===== src/rtl/irq_aggregator.sv =====
// irq_aggregator: latches NUM_SRC interrupt sources into pending bits, applies a
// per-source mask and drives a registered irq plus the lowest-index active source.
// Optional macro IRQ_AGGR_SYNC_EN: when defined, every source passes through a
// two-flop synchronizer before edge/level detection (source->irq latency 4 cycles
// instead of 2; ack and mask latency are unaffected).
module irq_aggregator #(
   parameter int NUM_SRC = 8,
   parameter int ID_W    = (NUM_SRC > 1) ? $clog2(NUM_SRC) : 1
) (
   input  logic               clk,
   input  logic               rst,
   input  logic [NUM_SRC-1:0] src_i,
   input  logic [NUM_SRC-1:0] edge_sel,
   input  logic [NUM_SRC-1:0] mask,
   input  logic               ack,
   input  logic [ID_W-1:0]    ack_id,
   output logic [NUM_SRC-1:0] pending_o,
   output logic               irq,
   output logic [ID_W-1:0]    irq_id
);

   // Source as seen by the detection logic (raw or synchronized)
   logic [NUM_SRC-1:0] src_s;

   // Previous-cycle copy of src_s, used for rising-edge detection
   logic [NUM_SRC-1:0] src_q;
   logic [NUM_SRC-1:0] src_d;

   // Pending register and its next value
   logic [NUM_SRC-1:0] pending_q;
   logic [NUM_SRC-1:0] pending_d;

   // Per-bit set/clear terms and the unmasked-pending view
   logic [NUM_SRC-1:0] set_vec;
   logic [NUM_SRC-1:0] clear_vec;
   logic [NUM_SRC-1:0] active_vec;

   // Zero-extended ack index so out-of-range ids simply never match a source
   logic [31:0]        ack_id_ext;

   // Registered request outputs
   logic               irq_q;
   logic               irq_d;
   logic [ID_W-1:0]    irq_id_q;
   logic [ID_W-1:0]    irq_id_d;

`ifdef IRQ_AGGR_SYNC_EN
   logic [NUM_SRC-1:0] sync1_q;
   logic [NUM_SRC-1:0] sync1_d;
   logic [NUM_SRC-1:0] sync2_q;
   logic [NUM_SRC-1:0] sync2_d;

   // Synchronizer chain inputs: raw source into stage 1, stage 1 into stage 2
   always_comb begin
      sync1_d = src_i;
      sync2_d = sync1_q;
   end

   // Two-flop synchronizer; cleared on reset so a source high across reset
   // release is seen as a fresh rising edge
   always_ff @(posedge clk) begin
      if (rst) begin
         sync1_q <= '0;
         sync2_q <= '0;
      end else begin
         sync1_q <= sync1_d;
         sync2_q <= sync2_d;
      end
   end

   assign src_s = sync2_q;
`else
   assign src_s = src_i;
`endif

   assign ack_id_ext = 32'(ack_id);

   // Edge history simply tracks the sampled source one cycle behind
   always_comb begin
      src_d = src_s;
   end

   // Per-source set (edge or level) and clear (matching ack) terms
   always_comb begin
      set_vec   = '0;
      clear_vec = '0;
      for (int i = 0; i < NUM_SRC; i++) begin
         if (edge_sel[i]) begin
            set_vec[i] = src_s[i] & ~src_q[i];
         end else begin
            set_vec[i] = src_s[i];
         end
         clear_vec[i] = ack & (ack_id_ext == 32'(i));
      end
   end

   // Pending update: a same-cycle set beats the clear, so a still-high level
   // source or a fresh edge re-pends without a gap
   always_comb begin
      pending_d = set_vec | (pending_q & ~clear_vec);
   end

   // Request generation: any unmasked pending bit raises irq, and the id is the
   // lowest such index; with nothing active the last id is kept
   always_comb begin
      active_vec = pending_q & ~mask;
      irq_d      = |active_vec;
      irq_id_d   = irq_id_q;
      for (int i = NUM_SRC - 1; i >= 0; i--) begin
         if (active_vec[i]) begin
            irq_id_d = ID_W'(i);
         end
      end
   end

   // State registers with synchronous reset discarding in-flight sources and acks
   always_ff @(posedge clk) begin
      if (rst) begin
         src_q     <= '0;
         pending_q <= '0;
         irq_q     <= 1'b0;
         irq_id_q  <= '0;
      end else begin
         src_q     <= src_d;
         pending_q <= pending_d;
         irq_q     <= irq_d;
         irq_id_q  <= irq_id_d;
      end
   end

   assign pending_o = pending_q;
   assign irq       = irq_q;
   assign irq_id    = irq_id_q;

endmodule


===== config.mk =====
export PLATFORM = sky130hd
export DESIGN_NAME = irq_aggregator
export DESIGN_NICKNAME = d
export VERILOG_FILES = /design/src/rtl/irq_aggregator.sv
export SDC_FILE = /design/constraint.sdc
export NUM_CORES = 1
export LEC_CHECK = 0
export ABC_AREA = 1
export CAP_MARGIN = 20
export CELL_PAD_IN_SITES_DETAIL_PLACEMENT = 0
export CELL_PAD_IN_SITES_GLOBAL_PLACEMENT = 2
export CORE_MARGIN = 5
export CORE_UTILIZATION = 19
export DETAILED_ROUTE_END_ITERATION = 16
export PLACE_DENSITY = 0.72
export REMOVE_ABC_BUFFERS = 1
export SLEW_MARGIN = 20
export SYNTH_ARGS = -nofsm -noshare
export SYNTH_HDL_FRONTEND = slang
export SYNTH_SLANG_ARGS = --single-unit

===== constraint.sdc =====
create_clock -name clk -period 1.2 [get_ports clk]
set_input_delay 0.18 -clock clk [delete_from_list [all_inputs] [get_ports clk]]
set_output_delay 0.18 -clock clk [all_outputs]
set_load 0.02 [all_outputs]

* Word level (Yosys, flattened, before mapping)
Cells that the tools add are included.
Storage, ports and cells: logic and storage cells 65, output and inout port bits 12, RAM bits 0, latch bits 0, memory bits (read-only) 0, memories 0, register bits 20
Operators by class: magnitude comparators 0, div/mod/pow operators 0, multiplexer cells 15, $mul 0, bitwise operators 29, add/subtract/negate cells 0, equal/unequal tests 7, reductions and logical operators 8, shift operators 0
Operators with widths (count):
- $logic_not 32->1 | 1
- $and 1x1->1 | 16
- $and 8x8->8 | 2
- $not 8->8 | 2
- $eq 3x3->1 const B | 4
- $mux 3 | 4
- $mux 1 | 9
- $not 1->1 | 8
- $or 8x8->8 | 1
- $reduce_or 8->1 | 1
- $reduce_bool 7->1 | 1
- $eq 3x2->1 const B | 2
- $reduce_bool 6->1 | 1
- $reduce_or 5->1 | 1
- $mux 2 | 2
- $reduce_bool 4->1 | 1
- $eq 3x1->1 const B | 1
- $reduce_or 3->1 | 1
- $reduce_or 2->1 | 1

* Longest topological paths before layout
depth in word-level cells 9, gate-level depth with buffers 9, mapped depth without buffers 9

* Worst setup path before layout
No wires, ideal clock.
kind reg2reg, start reg pending_q[4], in the netlist pending_o[4], end reg irq_id_q[0], in the netlist irq_id[0], cell stages (with the launch flop) 8, data arrival time 0.903 ns, period minus slack after synthesis 1.015 ns, buffers on the path 0, path slack 0.185 ns, required time 1.089 ns, cells stage by stage dfxtp_1 -> nand2_1 -> nand2_2 -> nor2_1 -> nand3_1 -> nand2_1 -> nor2_1 -> nor2_1
On the way: longest elaborated chain between the ends 5, elaborated cells on any way between the ends 6
Ends and longest elaborated chain:
- start, declared | line 30 | logic [NUM_SRC-1:0] pending_q;
- start signal, assigned | line 125 | pending_q <= pending_d;
- $and 8x8->8 (*) | line 106 | active_vec = pending_q & ~mask;
- $mux 3 | line 110 | if (active_vec[i]) begin
- $mux 2 (2 in series) | line 110
- $mux 1 | line 110
- end signal, assigned | line 127 | irq_id_q <= irq_id_d;
- end, declared | line 44 | logic [ID_W-1:0] irq_id_q;
Every way passes the cells marked *; elsewhere a longest branch is shown, timed or not. A chain may end at the register's enable or synchronous reset.

* Worst setup path after layout
start reg pending_q[5], in the netlist pending_o[5], end out pending_o[5]
RTL lines:
- end, declared | line 17 | output logic [NUM_SRC-1:0] pending_o,
No word-level cell between the ends.

==> impl_metrics.json <==
{
  "cp-end-kind": "output pin",
  "status": "complete, no violations",
  "ant_nets": 0,
  "core_um2": 4350,
  "worstPathArrival_ns": 0.95,
  "rsz0062_at_grt": "no",
  "power_density_nw_per_um2": 1150,
  "tightest_slew_ns": 0.238,
  "maxCapViolCount": 0,
  "areaGrowthSynthToFinish_pct": 74.9,
  "fin_area_um2": 1490,
  "clock_skew_ns": 0.000468,
  "first_global_vias": 932,
  "crit_path_top_delay_cell": "dlygate4sd2_1",
  "cp_cell_sequence": "dlygate4sd2_1",
  "whs_ns": 0.445,
  "met3_length_um": 164,
  "routed_via_density": 3.81,
  "diodes": 0,
  "ys_ff_latch": 20,
  "max-clock-path-buffers": 2,
  "power_uw": 1710,
  "placed_cell_area_um2": 1440,
  "dr.pass1.iters": 4,
  "start_util_pct": 19.5,
  "post-route-period-util_pct": 94.4,
  "avgSynthCellArea_um2": 6.92,
  "post_cts_buffers": 0,
  "antenna_found_initial": 0,
  "hold_violations": 0,
  "ys_warn_count": 0,
  "synth_cells": 123,
  "synth_area_um2": 851,
  "fmax_ghz": 0.883,
  "fillers": 464,
  "grt_pass1_wl_mm": 4.14,
  "leakage_uw": 0.000755,
  "fin_crit_ns": 1.13,
  "cts_sinks": 20,
  "hpwl_mm": 2.13,
  "ys_seq_area_share_pct": 47.1,
  "clkTransAtPathRegs_ns": 0.08,
  "place_congestion": 0.765,
  "cts_buffers": 3,
  "num_vias": 892,
  "dieArea_um2": 5920,
  "grt-ovfl-total": 0,
  "final_core_util_pct": 34.2,
  "wl_met2_mm": 1.15,
  "grt_max_degree": 12,
  "cts-root-buf": "clkbuf_8",
  "peakVddDrop_mv": 0.822,
  "fp.dieH_um": 76.9,
  "max_stage_delay_ns": 0.36,
  "wire_per_inst_um": 10.6,
  "setup_viol": 0,
  "drv_slew": 0,
  "drt_iter0_drc": 27,
  "grtUsageTotal_pct": 8.76,
  "crit_family": "buffers and inverters",
  "wl_met1_mm": 1.12,
  "die_width_um": 76.9,
  "drc": 0,
  "cts.htree.levels": 1,
  "crit_fanout": 2,
  "max_slew_margin_pct": 84.2,
  "synth.distinct_cells": 15,
  "insertion_delay_ns": 0.26,
  "top_layer_used": "met4",
  "rows": 24,
  "cp-start-kind": "flop",
  "worstSetupPathType": "reg -> out",
  "required_ns": 1.02,
  "fin_nets": 213,
  "drt_wl_total_mm": 2.48,
  "setup_ws_ns": 0.0674,
  "place_ws_ns": -0.138,
  "io_buffer_count": 41,
  "num_io_pins": 42,
  "worst-path-buf-inv": 1,
  "cts_tree": "built",
  "hold_path.class": "in -> reg",
  "drive_gt1_share_pct": 16.5
}
-- Yosys cell counts --
cell     count  area share, %
nor2_1      15            6.6
inv_1       22            9.7
buf_6        1            1.3
nor3_1       2            1.2
nand2_2      6            4.4
nor2_2       1           0.74
or2_1        1           0.74
a21oi_1      3            1.8
a32o_1       2            2.4
dfxtp_1     20             47
o21ai_0      9            5.3
inv_2        3            1.3
nand3_1      2            1.2
nand2_1     35             15
a21o_1       1           0.88
-- placed cells by master (no fill, tap or decap), types with 3 or more instances in the layout --
cell type and instances:
dlygate4sd2_1 11, nand2_1 35, clkdlybuf4s50_1 29, nand2_2 6, clkbuf_8 4, dfxtp_1 19
inv_1 22, buf_4 14, o21ai_0 9, nor2_1 15, a21oi_1 3, inv_2 3
-- routing by layer --
metal / GRT usage (%) / vias up
li1: - / 489
met1: 10.6 / 379
met2: 14.0 / 22
met3: 3.04 / 2
met4: 3.67 / 0
met5: 0 / -
-- sequential cells by signal (all words and copies together), names as in the netlist --
register and flops:
src_q 8, irq_id 3, pending_o 8, irq 1
-- power breakdown --
part | internal [uW] | total, uW | leakage [uW] | switching (uW)
Combinational | 232 | 443 | 0.000559 | 211
Clock | 292 | 519 | 0.0000288 | 227
Sequential | 721 | 744 | 0.000167 | 23.4
Total | 1240 | 1710 | 0.000755 | 461
-- path summary, 6_finish.rpt --
kind | start | to | slack [ns] | depth (start not counted)
max | pending_o[5] | pending_o[5] | 0.07 | 1
min | src_i[6] | src_q[6] | 0.45 | 3
min reg2reg | src_q[1] | pending_o[1] | 0.47 | 3
max reg2reg | pending_o[4] | irq_id[0] | 0.10 | 9
-- area by class of cell --
| cell class | instances | area (um^2) | share of cell area, % |
|---|---|---|---|
| clock buffer | 4 | 55.1 | 3.70 |
| inverter | 25 | 93.8 | 6.31 |
| multi-input combinational | 77 | 350 | 23.5 |
| sequential | 20 | 402 | 27.0 |
| tap | 52 | 65.1 | 4.37 |
| timing repair buffer | 56 | 522 | 35.1 |
-- stage by stage --
step	TNS [ns]	std cells
finish	0	234
CTS	0	234
floorplan	0	122
global route	0	234
global placement	-0.648	230
detailed placement	-0.853	230
-- timing repair --
action,CTS,global route
setup endpoints to repair,12,2
endpoints found under the hold margin,0,0
hold buffers,0,0
gates resized for setup,12,3
-- cells by family after synthesis --
family | count (synthesis) | synth area share (%)
flops | 20 | 47.1
simple gates | 62 | 30.3
compound gates | 15 | 10.3
buf+inv | 26 | 12.4
(Power assumes the default switching activity.)
